### src/rtl/pe_nic_if.sv
// PE register bus plus router-facing link signals for the NIC; the NIC takes the slave view.
interface pe_nic_if #(
    parameter int DATA_WIDTH = 64
);
    // PE register access
    logic [1:0]            addr;
    logic [DATA_WIDTH-1:0] d_in;
    logic [DATA_WIDTH-1:0] d_out;
    logic                  nicEn;
    logic                  nicWrEn;

    // router PE port, NIC -> router
    logic                  net_so;
    logic                  net_ro;
    logic [DATA_WIDTH-1:0] net_do;
    logic                  net_polarity;

    // router PE port, router -> NIC
    logic                  net_si;
    logic                  net_ri;
    logic [DATA_WIDTH-1:0] net_di;

    modport slave (
        input  addr, d_in, nicEn, nicWrEn,
        input  net_ro, net_polarity, net_si, net_di,
        output d_out, net_so, net_do, net_ri
    );

    modport master (
        output addr, d_in, nicEn, nicWrEn,
        output net_ro, net_polarity, net_si, net_di,
        input  d_out, net_so, net_do, net_ri
    );
endinterface

### src/rtl/pe_nic.sv
// One-entry in/out channel NIC between a PE register port and a router PE port; reads return next cycle.
// Each buffer blocks when full: net_ri drops on the input side, PE writes are dropped on the output side.
module pe_nic #(
    parameter int DATA_WIDTH = 64
) (
    input  logic     clk,
    input  logic     reset,
    pe_nic_if.slave  nic
);
    localparam int VC_BIT = DATA_WIDTH - 1;

    typedef enum logic {IN_EMPTY  = 1'b0, IN_FULL  = 1'b1} in_state_t;
    typedef enum logic {OUT_EMPTY = 1'b0, OUT_FULL = 1'b1} out_state_t;

    in_state_t             in_state, in_next;
    out_state_t            out_state, out_next;
    logic [DATA_WIDTH-1:0] in_buf;
    logic [DATA_WIDTH-1:0] out_buf;
    logic [DATA_WIDTH-1:0] d_out_q;
    logic [DATA_WIDTH-1:0] rd_dat;

    logic in_full;
    logic out_full;
    logic rd_en;
    logic wr_en;
    logic rd_in_buf;
    logic wr_out_buf;
    logic in_capture;
    logic out_load;
    logic vc_match;
    logic send;
    logic accept;

    assign in_full  = (in_state == IN_FULL);
    assign out_full = (out_state == OUT_FULL);

    assign rd_en      = nic.nicEn & ~nic.nicWrEn;
    assign wr_en      = nic.nicEn &  nic.nicWrEn;
    assign rd_in_buf  = rd_en & (nic.addr == 2'b00);
    assign wr_out_buf = wr_en & (nic.addr == 2'b10);

    // A packet may only leave on the router cycle whose polarity matches its VC bit.
    assign vc_match = (out_buf[VC_BIT] == nic.net_polarity);
    assign send     = reset & out_full & nic.net_ro & vc_match;
    assign accept   = reset & ~in_full;

    assign nic.net_so = send;
    assign nic.net_ri = accept;
    assign nic.net_do = out_buf;
    assign nic.d_out  = d_out_q;

    always_comb begin
        in_next    = in_state;
        in_capture = 1'b0;
        case (in_state)
            IN_EMPTY: begin
                if (nic.net_si && accept) begin
                    in_next    = IN_FULL;
                    in_capture = 1'b1;
                end
            end
            IN_FULL: begin
                if (rd_in_buf) begin
                    in_next = IN_EMPTY;
                end
            end
            default: in_next = IN_EMPTY;
        endcase
    end

    // out_full is the pre-edge value, so a write on the draining edge is dropped.
    always_comb begin
        out_next = out_state;
        out_load = 1'b0;
        case (out_state)
            OUT_EMPTY: begin
                if (wr_out_buf) begin
                    out_next = OUT_FULL;
                    out_load = 1'b1;
                end
            end
            OUT_FULL: begin
                if (send) begin
                    out_next = OUT_EMPTY;
                end
            end
            default: out_next = OUT_EMPTY;
        endcase
    end

    always_comb begin
        rd_dat = '0;
        case (nic.addr)
            2'b00:   rd_dat = in_buf;
            2'b01:   rd_dat = {{(DATA_WIDTH-1){1'b0}}, in_full};
            2'b10:   rd_dat = '0;
            2'b11:   rd_dat = {{(DATA_WIDTH-1){1'b0}}, out_full};
            default: rd_dat = '0;
        endcase
    end

    always_ff @(posedge clk) begin
        if (!reset) begin
            in_state  <= IN_EMPTY;
            out_state <= OUT_EMPTY;
            in_buf    <= '0;
            out_buf   <= '0;
            d_out_q   <= '0;
        end else begin
            in_state  <= in_next;
            out_state <= out_next;
            if (in_capture) begin
                in_buf <= nic.net_di;
            end
            if (out_load) begin
                out_buf <= nic.d_in;
            end
            if (rd_en) begin
                d_out_q <= rd_dat;
            end
        end
    end
endmodule

### src/flat_wrapper.sv
// flat-port wrapper written by rule: the top's interface ports become plain ports
module pe_nic_flat 
#(
    parameter int DATA_WIDTH = 64
)
  (clk, reset, nic_addr, nic_d_in, nic_nicEn, nic_nicWrEn, nic_net_ro, nic_net_polarity, nic_net_si, nic_net_di, nic_d_out, nic_net_so, nic_net_do, nic_net_ri);
  pe_nic_if #(.DATA_WIDTH(DATA_WIDTH)) nic_i ();
  input  logic clk;
  input  logic reset;
  input wire logic [$bits(nic_i.addr)-1:0] nic_addr;
  input wire logic [$bits(nic_i.d_in)-1:0] nic_d_in;
  input wire logic [$bits(nic_i.nicEn)-1:0] nic_nicEn;
  input wire logic [$bits(nic_i.nicWrEn)-1:0] nic_nicWrEn;
  input wire logic [$bits(nic_i.net_ro)-1:0] nic_net_ro;
  input wire logic [$bits(nic_i.net_polarity)-1:0] nic_net_polarity;
  input wire logic [$bits(nic_i.net_si)-1:0] nic_net_si;
  input wire logic [$bits(nic_i.net_di)-1:0] nic_net_di;
  output wire logic [$bits(nic_i.d_out)-1:0] nic_d_out;
  output wire logic [$bits(nic_i.net_so)-1:0] nic_net_so;
  output wire logic [$bits(nic_i.net_do)-1:0] nic_net_do;
  output wire logic [$bits(nic_i.net_ri)-1:0] nic_net_ri;
  assign nic_i.addr = nic_addr;
  assign nic_i.d_in = nic_d_in;
  assign nic_i.nicEn = nic_nicEn;
  assign nic_i.nicWrEn = nic_nicWrEn;
  assign nic_i.net_ro = nic_net_ro;
  assign nic_i.net_polarity = nic_net_polarity;
  assign nic_i.net_si = nic_net_si;
  assign nic_i.net_di = nic_net_di;
  assign nic_d_out = nic_i.d_out;
  assign nic_net_so = nic_i.net_so;
  assign nic_net_do = nic_i.net_do;
  assign nic_net_ri = nic_i.net_ri;
  pe_nic #(.DATA_WIDTH(DATA_WIDTH)) u_core (.clk(clk), .reset(reset), .nic(nic_i));
endmodule
### config.mk
export PLATFORM = sky130hd
export DESIGN_NAME = pe_nic_flat
export DESIGN_NICKNAME = d
export VERILOG_FILES = /design/src/rtl/pe_nic_if.sv /design/src/rtl/pe_nic.sv /design/src/flat_wrapper.sv
export SDC_FILE = /design/constraint.sdc
export NUM_CORES = 1
export LEC_CHECK = 0
export CORE_MARGIN = 8
export CORE_UTILIZATION = 39
export DETAILED_ROUTE_END_ITERATION = 8
export PLACE_DENSITY = 0.82
export REMOVE_ABC_BUFFERS = 1
export SLEW_MARGIN = 10
export SYNTH_ARGS = -nofsm -noshare
export SYNTH_HDL_FRONTEND = slang
export SYNTH_SLANG_ARGS = --single-unit
### constraint.sdc
create_clock -name clk -period 1.4 [get_ports clk]
set_input_delay 0.42 -clock clk [delete_from_list [all_inputs] [get_ports clk]]
set_output_delay 0.42 -clock clk [all_outputs]
set_load 0.02 [all_outputs]
==> results of run 1 <==
-- layout make-up --
class	count	area, sq um
clock buffers	18	439.2
clock inverters	14	141.4
fillers	1559	7201
multi-input cells	466	2724
flip-flops and latches	194	3889
well taps	225	281.5
repair buffers	310	2681
-- cell usage after synthesis (3+ instances only) --
cell type,instances,area (sq um)
nand2_1,259,972.2
dfxtp_1,194,3884
mux2i_1,65,650.6
a32o_1,63,630.6
o21ai_1,63,315.3
clkbuf_1,26,97.59
buf_4,14,105.1
buf_2,12,60.06
buf_6,6,67.56
buf_1,4,15.01
clkbuf_2,3,15.01
-- sequential cells by signal (all words and copies together), names as in the netlist --
signal,cells
u_core.out_full,1
u_core.in_full,1
u_core.nic.d_out,64
u_core.nic.net_do,64
u_core.in_buf,64
-- worst min-delay path: cells and delay by family --
family,cells,cell delay (ns)
AOI/OAI and AO/OA,1,0.05
and+or+nand+nor,1,0.11
buffers and inverters,2,0.24
-- power breakdown --
group          switching (mW)  internal (mW)  leakage, nW
combinational           0.546          0.629         2.33
sequential             0.0926           5.70         1.58
clock                    2.25           2.42        0.280
-- cell families after synthesis --
logic type | count (synthesis) | share of synthesized area, %
multiplexers | 65 | 9.391
AO/OA/AOI/OAI | 130 | 14.12
AND/OR/NAND/NOR | 269 | 15.10
flip-flops | 194 | 56.06
XOR/XNOR | 1 | 0.1264
buffers and inverters | 65 | 5.201
-- metal layers --
layer  up-vias  share of wire, %
met5         -                 0
li1       3017                 -
met1      2800                43
met4         0               1.1
met2       214                46
met3        14               9.7
-- through the flow --
stage          total power [mW]  cells  hold slack [ns]  instance area, sq um  utilization (%)
3_5_place_dp              7.109   1184           0.4397                  9905            57.06
3_3_place_gp              7.082   1184           0.4363                  9905            57.06
6_report                  11.64   1227           0.4451                 10160            58.51
4_1_cts                   11.81   1226           0.4228                 10070            58.04
5_1_grt                   12.15   1227           0.4342                 10160            58.51
2_1_floorplan             6.305    659           0.4287                  6568                -
-- final timing paths --
path	from	end	slack [ns]	cells past startpoint
max	u_core.nic.net_do[63]	nic_net_so	-0.31	3
min	reset	u_core.out_full	0.45	4
max reg2reg	u_core.out_full	u_core.nic.net_do[35]	-0.03	7
min reg2reg	u_core.in_buf[48]	u_core.in_buf[48]	0.45	2
-- timing repair --
action | CTS | global route
setup endpoints to repair | 250 | 46
pin swaps | 3 | 2
gates cloned | 5 | 0
gates resized for setup | 533 | 43
buffers inserted | 5 | 3
==> impl_metrics.toml, run 1 <==
[worst_setup_path]
crit_path_start_kind = "flop"
path_class = "reg -> out"
cp-end-kind = "output port"
worst-path-buf-inv = 1
cp_slowest_cell = "dfxtp_2"
cp_cell_sequence = "xor2_1 > nor3b_2 > buf_4"
worst-path-max-fanout = 2
crit_required_ns = 0.98
cp_top_family = "flip-flops"
slowest_delay_ns = 0.33
arrival_ns = 1.29

[cts]
holdBufCountCts = 0
cts-buffers-inserted = 17
htreeDepth = 4
cts_root_buf = "clkbuf_16"
clkTransAtPathRegs_ns = 0.07
clk_path_buf_depth = 2
cts_tree = "built"
insertion_delay_ns = 0.42
clock_sinks = 194

[global_routing]
grt_max_degree = 136
grt_pass1_vias = 5921
grtUsageMet3_pct = 7.919
top_usage_layer = "met2"
antenna_found_initial = 0
gr-total-overflow = 0
use_met2_pct = 29.10
grtUsageMet1_pct = 21.45
track_usage_pct = 18.02
grt_pass1_wl_microns = 31970

[synth]
yosysWarningCount = 0
ys.flop_type = "dfxtp_1"
syn_area_sq_um = 6928
syn_area_per_cell_sq_um = 9.569
synth-edff-count = 0
yosysSeqAreaShare_pct = 56.06
synthCells = 724
synthArstFlopShare_pct = 0
synth_cell_types = 26
ys_ff_latch = 194

[final_layout]
antenna_cells = 0
drive_gt1_share_pct = 21.76
synthToLayoutAreaGrowth_pct = 46.60
nNetsFinal = 1126
final_common_cell = "nand2_1"
final_cell_mix = "nand2_1 (259), dfxtp_1 (190), clkdlybuf4s50_1 (130)"

[route]
drt-vias-per-instance = 4.927
wl_per_cell_microns = 16.71
ant_nets = 0
drt_iter0_markers = 208
route.detailed.drc = 0
dr_total_vias = 6045
drt_pass1_iterations = 4
routed_wl_microns = 20510

[timing]
tightest_slew_ns = 0.5269
finalHoldViolCount = 0
setup_viol = 10
rsz0062_at_grt = "true"
slew_violations = 0
relSlewSlack_pct = 64.87
max_freq_ghz = 0.5852
setup_tns_ns = -0.4907
fin_skew_ns = 0.006488
fin_crit_ns = 1.709
setup_slack_ns = -0.3089
fin_crit_sh_pct = 122.1

[placement]
preCtsSetupSlack_ns = -0.9441
gp_congestion = 0.7630
io_buffers = 266
hpwl_microns = 14590

[power]
ir_worst_vdd_v = 0.0008904
power_leakage_nw = 4.193
powerDensity_nw_per_um2 = 1146

[worst_hold_path]
hold_class = "in -> reg"

[run_status]
outcome = "finished, violations left"
violations = "setup timing"

[die]
die-area_sq_um = 22280
io_pins = 267
die_h_microns = 149.3
initial_core_util_pct = 39.91
placeableCoreArea_sq_um = 17360
num_rows = 48
die_w_microns = 149.3

[job]
maxCapViolations = 0
(Power assumes the default switching activity.)
==> run 2: changes to the inputs <==
- CORE_ASPECT_RATIO: not set -> 0.5
- CORE_UTILIZATION: 39 -> 49
- CTS_BUF_LIST: not set -> sky130_fd_sc_hd__clkbuf_8
- PLACE_DENSITY: 0.82 -> 0.95
- clock period: 1.4 -> 2 ns (I/O delays scaled with it)
==> run 2 against run 1 <==
The run now ends clean; critical path depth is the same; hold slack better by 0.015 ns; design area down 1.2%; flip-flop and latch count unchanged; worst setup slack improved by 0.33 ns; utilization up 15 points; clock-buffer cell count did not move; clock skew grew 0.015 ns; cell count fell by 4.6%; register-to-register slack improved by 0.66 ns.
==> impl_metrics.toml, run 2 (same netlist as run 1, synthesis figures left out) <==
[global_routing]
grt_pass1_vias = 6480
grt_max_degree = 131
grt_pass1_wl_microns = 34060
antenna_found_initial = 0
gr-total-overflow = 0
track_usage_pct = 23.33

[worst_setup_path]
arrival_ns = 1.38
worstSetupEndpoint = "nic_net_so"
worst-path-max-fanout = 3
timing.rr.start = "u_core.out_full"
cp-end-kind = "output port"
slowest_delay_ns = 0.41
crit_required_ns = 1.40
path_class = "reg -> out"
crit_path_start_kind = "flop"
r2r_cells = 4
crit_start = "u_core.out_full"
cp_slowest_cell = "dfxtp_1"
cp_cell_sequence = "nand2_1 > nor3b_4 > buf_6"
regToRegEndpoint = "u_core.nic.net_do[38]"
r2r_slack_ns = 0.63

[cts]
insertion_delay_ns = 0.45
clock_sinks = 194
cts_tree = "built"
htreeDepth = 4
clk_path_buf_depth = 2
holdBufCountCts = 0
clkTransAtPathRegs_ns = 0.10
cts_root_buf = "clkbuf_8"
cts-buffers-inserted = 17

[die]
die-area_sq_um = 18430
die_w_microns = 184.2
placeableCoreArea_sq_um = 13660
die_h_microns = 100.1
initial_core_util_pct = 50.71
io_pins = 267
num_rows = 30

[route]
dr_total_vias = 6273
routed_wl_microns = 22440
wl_per_cell_microns = 19.16
ant_nets = 0
drt-vias-per-instance = 5.357
drt_iter0_markers = 435
drt_pass1_iterations = 4
route.detailed.drc = 0

[job]
maxCapViolations = 0

[power]
ir_worst_vdd_v = 0.0003992
p_total_mw = 7.460
power_leakage_nw = 4.301
powerDensity_nw_per_um2 = 743.4

[worst_hold_path]
hold_class = "reg -> reg"

[timing]
fin_skew_ns = 0.02169
setup_tns_ns = 0
finalHoldViolCount = 0
fin_crit_ns = 1.976
slew_violations = 0
max_freq_ghz = 0.5059
relSlewSlack_pct = 47.36
rsz0062_at_grt = "true"
whs_ns = 0.4597
fin_crit_sh_pct = 98.82
setup_viol = 0
tightest_slew_ns = 0.7896

[final_layout]
antenna_cells = 0
synthToLayoutAreaGrowth_pct = 44.86
final_common_cell = "nand2_1"
final_cell_mix = "nand2_1 (259), dfxtp_1 (193), clkdlybuf4s50_1 (133)"
n_fill_cell = 961
nNetsFinal = 1103
drive_gt1_share_pct = 6.435

[placement]
gp_congestion = 0.8149
hpwl_microns = 15390
io_buffers = 266

[run_status]
outcome = "finished clean"
-- run 2: cell count changes in the layout (fill, tap and decap cells not counted), moves of 16 or more --
cell	change
clkbuf_16	-17
buf_4	-43
buf_2	-95
clkbuf_8	+16
dlygate4sd2_1	+124
-- run 2: timing repair --
action | 4_1_cts | 5_1_grt
setup buffers | 1 | 0
setup endpoints to repair | 130 | 1
pin swaps | 1 | 2
gates resized for setup | 137 | 7
-- run 2: worst max-delay path, delay by kind of cell, from the launching register on --
kind | cells | cell delay [ns]
simple gates | 2 | 0.37
flops | 1 | 0.41
buf+inv | 1 | 0.16
-- run 2: layer usage --
metal / global-route usage [%] / part of all wire [%] / up-vias / wire length (microns)
met1: 23.34 / 37 / 2955 / 8324
li1: - / - / 2955 / -
met2: 43.64 / 51 / 268 / 11430
met4: 16.76 / 6.7 / 0 / 1512
met3: 4.218 / 5.2 / 95 / 1169
met5: 0 / 0 / - / 0
-- run 2: through the flow --
stage	utilization [%]	std cells	setup WS, ns	instance area (sq um)
finish	73.45	1171	0.02352	10040
global placement	71.51	1138	-0.6628	9771
CTS	73.32	1171	-0.05128	10020
floorplan	-	659	-1.854	6568
detailed placement	71.51	1138	-0.7751	9771
global route	73.45	1171	-0.05766	10040
-- run 2: worst min-delay path by stage --
stage / from / cells after the start / to
2_1_floorplan: u_core.in_buf[40] / 2 / u_core.in_buf[40]
3_3_place_gp: u_core.in_buf[62] / 2 / u_core.in_buf[62]
3_5_place_dp: u_core.in_buf[55] / 2 / u_core.in_buf[55]
4_1_cts: u_core.nic.net_do[60] / 2 / u_core.nic.net_do[60]
5_1_grt: u_core.nic.net_do[28] / 2 / u_core.nic.net_do[28]
6_report: u_core.nic.net_do[22] / 2 / u_core.nic.net_do[22]
-- run 2: cell type report --
type,instances,area (sq um),area share (%)
Clock buffer,18,247.7,2.469
Clock inverter,14,152.6,1.521
Multi-Input combinational cell,465,2719,27.09
Sequential cell,194,3885,38.71
Tap cell,192,240.2,2.394
Timing Repair Buffer,288,2791,27.81
-- run 2: power by group --
part	switching (mW)	total, mW	leakage (nW)	internal (mW)
sequential	0.0771	4.07	1.58	3.99
combinational	0.388	0.799	2.52	0.411
clock	1.43	2.59	0.204	1.17
==> run 3: changes to the inputs <==
--- a/config.mk
+++ b/config.mk
@@ -14,3 +14,3 @@
 export REMOVE_ABC_BUFFERS = 1
-export SLEW_MARGIN = 10
+export SLEW_MARGIN = 30
 export SYNTH_ARGS = -nofsm -noshare
--- a/constraint.sdc
+++ b/constraint.sdc
@@ -3,2 +3,2 @@
 set_output_delay 0.6 -clock clk [all_outputs]
-set_load 0.02 [all_outputs]
+set_load 0.005 [all_outputs]
==> run 3 against run 2 <==
Clock skew down 0.013 ns; die area unchanged; cell count down 0.26%; total power up 1.6%; hold slack worse by 0.0048 ns; non-clock buffer count down 2; design area up 1.6%; worst setup slack better by 0.0083 ns; sequential share of layout area down 0.60 points; maximum frequency up 0.42%; critical endpoint unchanged; largest power group unchanged.
==> impl_metrics.toml, run 3 (same netlist as run 1, synthesis figures left out) <==
[worst_hold_path]
whs_path_depth = 2
holdCritStartpoint = "u_core.in_buf[48]"
holdPathEnd = "u_core.in_buf[48]"
hold_class = "reg -> reg"

[cts]
htreeDepth = 4
clock_sinks = 194
cts_root_buf = "clkbuf_8"
insertion_delay_ns = 0.44
cts_tree = "built"
clk_path_buf_depth = 2
clkTransAtPathRegs_ns = 0.09
holdBufCountCts = 0
cts-buffers-inserted = 17

[worst_setup_path]
crit_path_start_kind = "primary input"
worst-path-max-fanout = 2
r2r_slack_ns = 0.61
cp_cell_sequence = "clkdlybuf4s50_1 > nor3b_2 > buf_2"
crit_required_ns = 1.40
crit_start = "nic_net_ro"
cp-end-kind = "output port"
timing.rr.start = "u_core.out_full"
path_class = "in -> out"
regToRegEndpoint = "u_core.nic.net_do[5]"
arrival_ns = 1.37
slowest_delay_ns = 0.45
cp_slowest_cell = "clkdlybuf4s50_1"
r2r_cells = 4

[timing]
max_freq_ghz = 0.5081
setup_tns_ns = 0
finalHoldViolCount = 0
slew_violations = 0
fin_skew_ns = 0.008701
fin_crit_ns = 1.968
setup_viol = 0
relSlewSlack_pct = 45.43
rsz0062_at_grt = "false"
tightest_slew_ns = 0.8186
whs_ns = 0.4549
fin_crit_sh_pct = 98.41

[route]
ant_nets = 0
drt-vias-per-instance = 5.326
routed_wl_microns = 21010
route.detailed.drc = 0
dr_total_vias = 6221
drt_pass1_iterations = 5
wl_per_cell_microns = 17.99
drt_iter0_markers = 359

[global_routing]
grt_pass1_vias = 6305
grt_pass1_wl_microns = 32340
track_usage_pct = 21.77
antenna_found_initial = 0
grt_max_degree = 92
gr-total-overflow = 0

[die]
die_h_microns = 100.1
initial_core_util_pct = 50.71
die_w_microns = 184.2
die-area_sq_um = 18430
num_rows = 30
placeableCoreArea_sq_um = 13660
io_pins = 267

[power]
power_frac_seq_pct = 53.6
power_frac_comb_pct = 10.1
power_leakage_nw = 3.770
ir_worst_vdd_v = 0.0004373
power.share.clock_pct = 36.3
power_switching_mw = 1.758
p_int_mw = 5.820
powerDensity_nw_per_um2 = 743.3
swShare_pct = 23.20

[final_layout]
nNetsFinal = 1101
final_cell_mix = "nand2_1 (259), clkdlybuf4s50_1 (257), dfxtp_1 (192)"
drive_gt1_share_pct = 6.045
final_common_cell = "nand2_1"
n_fill_cell = 891
synthToLayoutAreaGrowth_pct = 47.17
regArea_sq_um = 3886
multi_input_area_sq_um = 2705
antenna_cells = 0
layoutNonFillerInstCount = 1168

[placement]
io_buffers = 266
dp.cells = 1136
gp_congestion = 0.7999
hpwl_microns = 15280

[run_status]
outcome = "finished clean"

[job]
maxCapViolations = 0
## run 3: changes by cell type in the layout (fill, tap and decap cells not counted), sizes merged, moves of 2 or more
cell	previous run	this run
inv	6	3
dlymetal6s2s	1	5
dlygate4sd2	129	2
buf	24	22
bufinv	2	4
clkdlybuf4s50	133	257
## run 3: final cells by class
| type | instances | share of cell area [%] |
|---|---|---|
| multi-input combinational | 465 | 26.53 |
| clock buffer | 18 | 2.430 |
| tap | 192 | 2.356 |
| clock inverter | 13 | 1.816 |
| sequential | 194 | 38.12 |
| timing repair buffer | 286 | 28.75 |
## run 3: per-stage QoR
stage / power [mW] / util [%] / instance area [sq um] / setup slack [ns]
4_1_cts: 7.622 / 74.51 / 10180 / 0.01200
3_3_place_gp: 4.871 / 71.31 / 9743 / -0.5811
5_1_grt: 7.878 / 74.62 / 10200 / 0.001838
6_report: 7.578 / 74.62 / 10200 / 0.03186
3_5_place_dp: 4.912 / 71.31 / 9743 / -0.6577
2_1_floorplan: 4.368 / - / 6568 / -1.854
## run 3: power by group through the flow
stage	clock (mW)	sequential, mW	combinational (mW)
2_1_floorplan	0	4.14	0.231
3_3_place_gp	0	4.14	0.734
3_5_place_dp	0	4.15	0.761
4_1_cts	2.79	4.06	0.768
5_1_grt	2.97	4.08	0.827
6_report	2.75	4.06	0.764
## run 3: what timing repair did
item                       in CTS  in global routing
setup buffers                   1                  0
pin swaps                       1                  0
setup endpoints to repair       2                  7
gates resized for setup         7                  7
## run 3: worst max path at each step
stage	endpoint	slack [ns]	cells after the start
2_1_floorplan	u_core.nic.d_out[0]	-1.85	3
3_3_place_gp	nic_net_so	-0.58	4
3_5_place_dp	nic_net_so	-0.66	4
4_1_cts	nic_net_do[63]	0.01	1
5_1_grt	nic_net_do[55]	0.002	1
6_report	nic_net_so	0.03	3
## run 3: critical path, delay by kind of cell
kind / cells / cell delay, ns
and+or+nand+nor: 1 / 0.17
buffers and inverters: 2 / 0.60
## run 3: metal layers
metal / global-route usage, % / routed length, microns / vias up
li1: - / - / 2952
met1: 22.65 / 7857 / 2973
met2: 41.32 / 11060 / 228
met3: 3.965 / 1185 / 68
met4: 11.83 / 906 / 0
met5: 0 / 0 / -
